File: config.mk
export PLATFORM = sky130hd
export DESIGN_NAME = apb4_archinfo_ext
export DESIGN_NICKNAME = d
export VERILOG_FILES = /design/src/rtl/apb4_archinfo_ext_pkg.sv /design/src/rtl/archinfo_uptime.sv /design/src/rtl/apb4_archinfo_ext.sv
export SDC_FILE = /design/constraint.sdc
export NUM_CORES = 1
export LEC_CHECK = 0
export ABC_AREA = 1
export CAP_MARGIN = 20
export CORE_MARGIN = 2
export CORE_UTILIZATION = 54
export CTS_CLUSTER_DIAMETER = 200
export CTS_CLUSTER_SIZE = 14
export DETAILED_ROUTE_END_ITERATION = 7
export GPL_ROUTABILITY_DRIVEN = 1
export PLACE_DENSITY = 0.86
export SLEW_MARGIN = 10
export SYNTH_ARGS = -nofsm -noshare
export SYNTH_HDL_FRONTEND = slang
export SYNTH_SLANG_ARGS = --single-unit
File: constraint.sdc
create_clock -name clk_i -period 1.97 [get_ports clk_i]
set_clock_uncertainty 0.05 [all_clocks]
set_input_delay 0.394 -clock clk_i [delete_from_list [all_inputs] [get_ports clk_i]]
set_output_delay 0.394 -clock clk_i [all_outputs]
set_load 0.05 [all_outputs]
File: src/rtl/apb4_archinfo_ext_pkg.sv
// Shared address map, CTRL/STAT bit positions and helpers for the APB4 arch-info block.
package apb4_archinfo_ext_pkg;

  localparam logic [7:0] ADDR_CTRL     = 8'h00;
  localparam logic [7:0] ADDR_SYS      = 8'h04;
  localparam logic [7:0] ADDR_UPT_LO   = 8'h08;
  localparam logic [7:0] ADDR_UPT_HI   = 8'h0C;
  localparam logic [7:0] ADDR_STAT     = 8'h10;
  localparam logic [7:0] ADDR_ID_BASE  = 8'h20;
  localparam logic [7:0] ADDR_SCR_BASE = 8'h40;

  localparam int CTRL_LOCK_BIT   = 0;
  localparam int CTRL_CNT_EN_BIT = 1;
  localparam int CTRL_CLR_BIT    = 2;
  localparam int STAT_LOCK_BIT   = 0;
  localparam int STAT_SHV_BIT    = 1;

  localparam int NUM_ID_MAX  = 8;
  localparam int NUM_SCR_MAX = 8;

  typedef enum logic [2:0] {
    SEL_CTRL,
    SEL_SYS,
    SEL_UPT_LO,
    SEL_UPT_HI,
    SEL_STAT,
    SEL_ID,
    SEL_SCR,
    SEL_NONE
  } reg_sel_e;

  // Word-index decode; ID and SCR windows are 8 words each, trimmed to the populated count.
  function automatic reg_sel_e sel_decode(input logic [5:0] widx,
                                          input logic [3:0] nid,
                                          input logic [3:0] nscr);
    reg_sel_e sel;
    sel = SEL_NONE;
    if (widx == ADDR_CTRL[7:2])        sel = SEL_CTRL;
    else if (widx == ADDR_SYS[7:2])    sel = SEL_SYS;
    else if (widx == ADDR_UPT_LO[7:2]) sel = SEL_UPT_LO;
    else if (widx == ADDR_UPT_HI[7:2]) sel = SEL_UPT_HI;
    else if (widx == ADDR_STAT[7:2])   sel = SEL_STAT;
    else if (widx[5:3] == ADDR_ID_BASE[7:5] && {1'b0, widx[2:0]} < nid)
      sel = SEL_ID;
    else if (widx[5:3] == ADDR_SCR_BASE[7:5] && {1'b0, widx[2:0]} < nscr)
      sel = SEL_SCR;
    return sel;
  endfunction

  function automatic logic [31:0] strb_merge(input logic [31:0] old_v,
                                             input logic [31:0] new_v,
                                             input logic [3:0]  strb);
    logic [31:0] res;
    res = old_v;
    for (int b = 0; b < 4; b++)
      if (strb[b]) res[8*b +: 8] = new_v[8*b +: 8];
    return res;
  endfunction

endpackage

File: src/rtl/archinfo_uptime.sv
// Prescaled 64-bit uptime counter with a high-word shadow for coherent LO-then-HI reads.
module archinfo_uptime #(
  parameter int CLK_DIV = 100
) (
  input  logic        i_clk,
  input  logic        i_rst_n,
  input  logic        i_en,
  input  logic        i_clr,
  input  logic        i_lo_rd,
  input  logic        i_hi_rd,
  output logic [31:0] o_upt_lo,
  output logic [31:0] o_shadow,
  output logic        o_shadow_vld
);

  localparam logic [15:0] LP_LAST = 16'(CLK_DIV - 1);

  logic [15:0] r_presc;
  logic [63:0] r_upt;
  logic [31:0] r_shadow;
  logic        r_shv;
  logic        w_tick;

  assign w_tick = i_en && (r_presc == LP_LAST);

  // Clear takes priority over a coincident tick.
  always_ff @(posedge i_clk or negedge i_rst_n) begin
    if (!i_rst_n) begin
      r_presc <= '0;
      r_upt   <= '0;
    end else if (i_clr) begin
      r_presc <= '0;
      r_upt   <= '0;
    end else if (i_en) begin
      r_presc <= w_tick ? 16'd0 : r_presc + 16'd1;
      if (w_tick) r_upt <= r_upt + 64'd1;
    end
  end

  always_ff @(posedge i_clk or negedge i_rst_n) begin
    if (!i_rst_n) begin
      r_shadow <= '0;
      r_shv    <= 1'b0;
    end else begin
      if (i_lo_rd) r_shadow <= r_upt[63:32];
      if (i_clr)        r_shv <= 1'b0;
      else if (i_lo_rd) r_shv <= 1'b1;
      else if (i_hi_rd) r_shv <= 1'b0;
    end
  end

  assign o_upt_lo     = r_upt[31:0];
  assign o_shadow     = r_shadow;
  assign o_shadow_vld = r_shv;

endmodule

File: src/rtl/apb4_archinfo_ext.sv
// APB4 zero-wait-state architecture info block: CTRL/SYS/uptime/STAT/ID/scratch registers.
// Uptime counter logic is built only when ARCHINFO_UPTIME_EN is defined.
module apb4_archinfo_ext
  import apb4_archinfo_ext_pkg::*;
#(
  parameter int          NUM_ID   = 4,
  parameter int          NUM_SCR  = 2,
  parameter int          CLK_DIV  = 100,
  parameter logic [31:0] SYS_INFO = 32'h0000_0000,
  parameter logic [31:0] ID_VAL [NUM_ID] = '{default: 32'h0}
) (
  input  logic        clk_i,
  input  logic        rst_n_i,
  input  logic [7:0]  paddr_i,
  input  logic        psel_i,
  input  logic        penable_i,
  input  logic        pwrite_i,
  input  logic [31:0] pwdata_i,
  input  logic [3:0]  pstrb_i,
  output logic [31:0] prdata_o,
  output logic        pready_o,
  output logic        pslverr_o
);

  localparam logic [3:0] LP_NID  = 4'((NUM_ID  > NUM_ID_MAX)  ? NUM_ID_MAX  : NUM_ID);
  localparam logic [3:0] LP_NSCR = 4'((NUM_SCR > NUM_SCR_MAX) ? NUM_SCR_MAX : NUM_SCR);

  logic        w_acc, w_wr, w_rd;
  logic [2:0]  w_sub;
  reg_sel_e    w_sel;
  logic        w_ctrl_wr, w_scr_wr;
  logic        w_cnt_en;
  logic [31:0] w_upt_lo, w_upt_hi;
  logic        w_shv;
  logic [31:0] w_rdata;
  logic        w_err;
  logic        w_unused_addr;

  logic        r_lock;
  logic [31:0] r_scr [NUM_SCR];

  assign w_acc         = psel_i & penable_i;
  assign w_wr          = w_acc & pwrite_i;
  assign w_rd          = w_acc & ~pwrite_i;
  assign w_sub         = paddr_i[4:2];
  assign w_sel         = sel_decode(paddr_i[7:2], LP_NID, LP_NSCR);
  assign w_unused_addr = ^paddr_i[1:0];

  // Once locked, CTRL and scratch writes are refused (LOCK itself is already sticky).
  assign w_ctrl_wr = w_wr && (w_sel == SEL_CTRL) && !r_lock;
  assign w_scr_wr  = w_wr && (w_sel == SEL_SCR)  && !r_lock;

  always_ff @(posedge clk_i or negedge rst_n_i) begin
    if (!rst_n_i)                                  r_lock <= 1'b0;
    else if (w_ctrl_wr && pwdata_i[CTRL_LOCK_BIT]) r_lock <= 1'b1;
  end

  always_ff @(posedge clk_i or negedge rst_n_i) begin
    if (!rst_n_i) begin
      for (int j = 0; j < NUM_SCR; j++) r_scr[j] <= '0;
    end else begin
      for (int j = 0; j < NUM_SCR; j++)
        if (w_scr_wr && w_sub == 3'(j))
          r_scr[j] <= strb_merge(r_scr[j], pwdata_i, pstrb_i);
    end
  end

`ifdef ARCHINFO_UPTIME_EN
  logic r_cnt_en;

  always_ff @(posedge clk_i or negedge rst_n_i) begin
    if (!rst_n_i)       r_cnt_en <= 1'b1;
    else if (w_ctrl_wr) r_cnt_en <= pwdata_i[CTRL_CNT_EN_BIT];
  end

  archinfo_uptime #(
    .CLK_DIV (CLK_DIV)
  ) u_uptime (
    .i_clk        (clk_i),
    .i_rst_n      (rst_n_i),
    .i_en         (r_cnt_en),
    .i_clr        (w_ctrl_wr & pwdata_i[CTRL_CLR_BIT]),
    .i_lo_rd      (w_rd && (w_sel == SEL_UPT_LO)),
    .i_hi_rd      (w_rd && (w_sel == SEL_UPT_HI)),
    .o_upt_lo     (w_upt_lo),
    .o_shadow     (w_upt_hi),
    .o_shadow_vld (w_shv)
  );

  assign w_cnt_en = r_cnt_en;
`else
  localparam int LP_UNUSED_CLK_DIV = CLK_DIV;

  assign w_cnt_en = 1'b0;
  assign w_upt_lo = '0;
  assign w_upt_hi = '0;
  assign w_shv    = 1'b0;
`endif

  always_comb begin
    w_rdata = '0;
    w_err   = 1'b0;
    case (w_sel)
      SEL_CTRL: begin
        w_rdata[CTRL_LOCK_BIT]   = r_lock;
        w_rdata[CTRL_CNT_EN_BIT] = w_cnt_en;
        w_err                    = pwrite_i & r_lock;
      end
      SEL_SYS: begin
        w_rdata = SYS_INFO;
        w_err   = pwrite_i;
      end
      SEL_UPT_LO: begin
        w_rdata = w_upt_lo;
        w_err   = pwrite_i;
      end
      SEL_UPT_HI: begin
        w_rdata = w_upt_hi;
        w_err   = pwrite_i;
      end
      SEL_STAT: begin
        w_rdata[STAT_LOCK_BIT] = r_lock;
        w_rdata[STAT_SHV_BIT]  = w_shv;
        w_err                  = pwrite_i;
      end
      SEL_ID: begin
        for (int i = 0; i < NUM_ID; i++)
          if (w_sub == 3'(i)) w_rdata = ID_VAL[i];
        w_err = pwrite_i;
      end
      SEL_SCR: begin
        for (int j = 0; j < NUM_SCR; j++)
          if (w_sub == 3'(j)) w_rdata = r_scr[j];
        w_err = pwrite_i & r_lock;
      end
      default: w_err = 1'b1;
    endcase
  end

  // Outputs are quiet outside a read access phase and while reset is held.
  assign prdata_o  = (w_rd && rst_n_i) ? w_rdata : 32'h0;
  assign pslverr_o = w_acc & rst_n_i & w_err;
  assign pready_o  = 1'b1;

endmodule

==> impl_metrics.toml <==
[outcome]
run_status = "finished with violations"
violations = "DRC, setup timing"

[synthesis]
async_reset_ff_share_pct = 100
syn-num-nets = 493
synthSimpleGateAreaFrac_pct = 38.8
synth_top_family_by_area = "simple AND/OR/NAND/NOR gates"
syn_area_mm2 = 0.00346
yosys_warnings = 0
synth_xor_area_share_pct = 0
ys_seq_area_share_pct = 47.1
synth.avg_cell_area_um2 = 7.78
synth-compound-area-share_pct = 4.89
synth_seq_cells = 65
synth_edf_count = 0
ys.flop_type = "dfrtp_1"
yosys.cell_types.count = 18
synthAdderAreaFrac_pct = 0
synth.top_cell.area_share_pct = 47.1
synth_top_area_cell = "dfrtp_1"
synthTopCellsByArea = "dfrtp_1 47%, nand2_1 22%, nand4_1 12%"
synthMuxAreaShare_pct = 0
syn_inst = 444

[sta]
period_minus_slack_ns = 2.11
setup_slack_ns = -0.142
fmax_mhz = 473
slew_headroom_pct = 44.0
hold_violations = 0
rsz0062_at_grt = "true"
worstMarginPinSlew_ns = 0.840
fin_tns_setup_ns = -2.94
min_period_over_period_pct = 107
setup_viol = 31
drv_slew = 0

[pwr]
leakagePower_uw = 0.00270
max-vdd-ir-drop_mv = 0.512
p_per_area_mw_per_mm2 = 571

[routing]
viasPerCell = 6.93
vias = 4433
drt_pass1_iterations = 8
post_drt_wl_per_cell_um = 25.8
finalWirelength_um = 16500
ant_nets = 0
drcViolationCount = 5
drtIter0Drc = 673

[clock_tree]
cts_buffer_depth = 2
clock_sinks = 65
postCtsHoldBufs = 0
cts_tree = "done"
cts-root-buf = "clkbuf_8"
h-tree-depth = 3
cts_made_buffers = 9
clkLatencyLatePin_ns = 0.35
clkTransAtPathRegs_ns = 0.08

[flow_run]
cap_violations = 0

[worst_setup_path]
reg2reg_depth = 5
r2r-start = "r_lock$_DFFE_PN0P_"
critPathCaptureType = "primary output"
rrSetupSlack_ns = 0.23
critPathLaunchType = "primary input"
r2r_end = "r_scr[40]$_DFFE_PN0P_"
cp.arrival_ns = 1.67
cp_data_required_time_ns = 1.53
worstPathMaxFanout = 6
cp-endpoint = "prdata_o[2]"
crit_type = "in2out"
critPathLaunch = "paddr_i[4]"

[floorplanning]
row_count = 29
die-area_mm2 = 0.00706
start_util_pct = 55.1
die_w_um = 84.0
dieHeight_um = 84.0
io_pins = 83
core_area_mm2 = 0.00628

[final_layout]
final_nets = 607
antenna_cells = 0
drive_gt1_share_pct = 32.9
area_growth_pct = 72.2
postLayoutCoreUtil_pct = 94.8

[global_route]
track_usage_pct = 40.9
grt_pass1_vias = 4299
grt_max_degree = 66
grt_overflow = 0
grt_pass1_wl_um = 22300
antenna_found_initial = 0

[placed_design]
io_buffers = 79
place.gp.congestion = 0.887
place_hpwl_um = 6590
pre_cts_ws_ns = -0.534

[min_path]
hold_class = "in2async"
## cells by family (layout without fill, tap and decap cells)
group,count (synthesis),after routing
and+or+nand+nor,300,300
DFF,65,65
buffers and inverters,45,164
AOI/OAI and AO/OA,33,33
other,1,1
## per-layer routing
metal	GRT usage (%)	share of wire (%)	vias to the layer above
met4	27.7	9.2	0
met2	67.7	47	469
met1	47.8	31	2074
met3	8.41	12	160
met5	0	0	-
li1	-	-	1730
## registers in the layout, indices dropped and copies added (netlist names)
| name | cells |
|---|---|
| r_lock | 1 |
| r_scr | 64 |
## worst min path at each step
stage	from	end	slack (ns)
after global placement	r_scr[41]$_DFFE_PN0P_	r_scr[41]$_DFFE_PN0P_	0.40
after CTS	rst_n_i	r_scr[4]$_DFFE_PN0P_	0.22
after global routing	rst_n_i	r_scr[40]$_DFFE_PN0P_	0.25
after floorplan	rst_n_i	r_lock$_DFFE_PN0P_	0.05
after detailed placement	r_scr[14]$_DFFE_PN0P_	r_scr[14]$_DFFE_PN0P_	0.41
final	rst_n_i	r_scr[36]$_DFFE_PN0P_	0.19
## cells in the final DEF (no fill, tap or decap), types with 6 or more instances in the layout
cell	n
nand4_1	67
clkdlybuf4s50_1	36
nor2_4	6
buf_6	6
buf_4	37
a21oi_4	31
nand2_2	12
nand2_1	185
clkbuf_8	9
dfrtp_1	65
nand3_1	15
buf_12	45
## synthesized netlist by cell type, types with 2 or more instances
master    instances
nand2_1         202
clkbuf_1         10
nand4_1          67
nor2_2            2
dfrtp_1          65
buf_2             7
nand3_1          18
nor2_1            9
buf_4             9
buf_12            6
a21oi_1          31
inv_1            12
## worst max-delay path, cell delays in order
cell and delay (ns):
buf_8 0.10, nor2_4 0.14, nand3_4 0.11, nor2_4 0.19
clkinv_4 0.18, buf_12 0.21, a21oi_4 0.18, buf_12 0.16
## power by group
part / total (µW) / switching (µW) / leakage, µW / internal [µW]
Clock: 1690 / 589 / 0.000140 / 1100
Combinational: 375 / 199 / 0.00165 / 177
Sequential: 1330 / 0.188 / 0.000903 / 1330
## area by class of cell
| cell class | instances | area [µm²] |
|---|---|---|
| clock inverters | 7 | 166 |
| clock buffers | 9 | 124 |
| fillers | 168 | 325 |
| well taps | 77 | 96.3 |
| inverters | 12 | 65.1 |
| repair buffers | 136 | 1860 |
| flip-flops and latches | 65 | 1630 |
| multi-input cells | 334 | 2010 |
## through the flow
step                instance area (µm²)  std cells  hold slack (ns)  power [µW]
floorplan                          3570        444           0.0484        1440
global placement                   4860        603            0.403        1620
detailed placement                 4860        603            0.408        1620
CTS                                5810        639            0.216        3310
global route                       5950        640            0.250        3460
finish                             5950        640            0.191        3400
## what timing repair did
action | 4_1_cts | 5_1_grt
gates cloned | 8 | 1
pin swaps | 20 | 11
setup endpoints to repair | 33 | 33
gates resized for setup | 113 | 36
setup buffers | 12 | 2
Power figures use the tool's default switching activity.
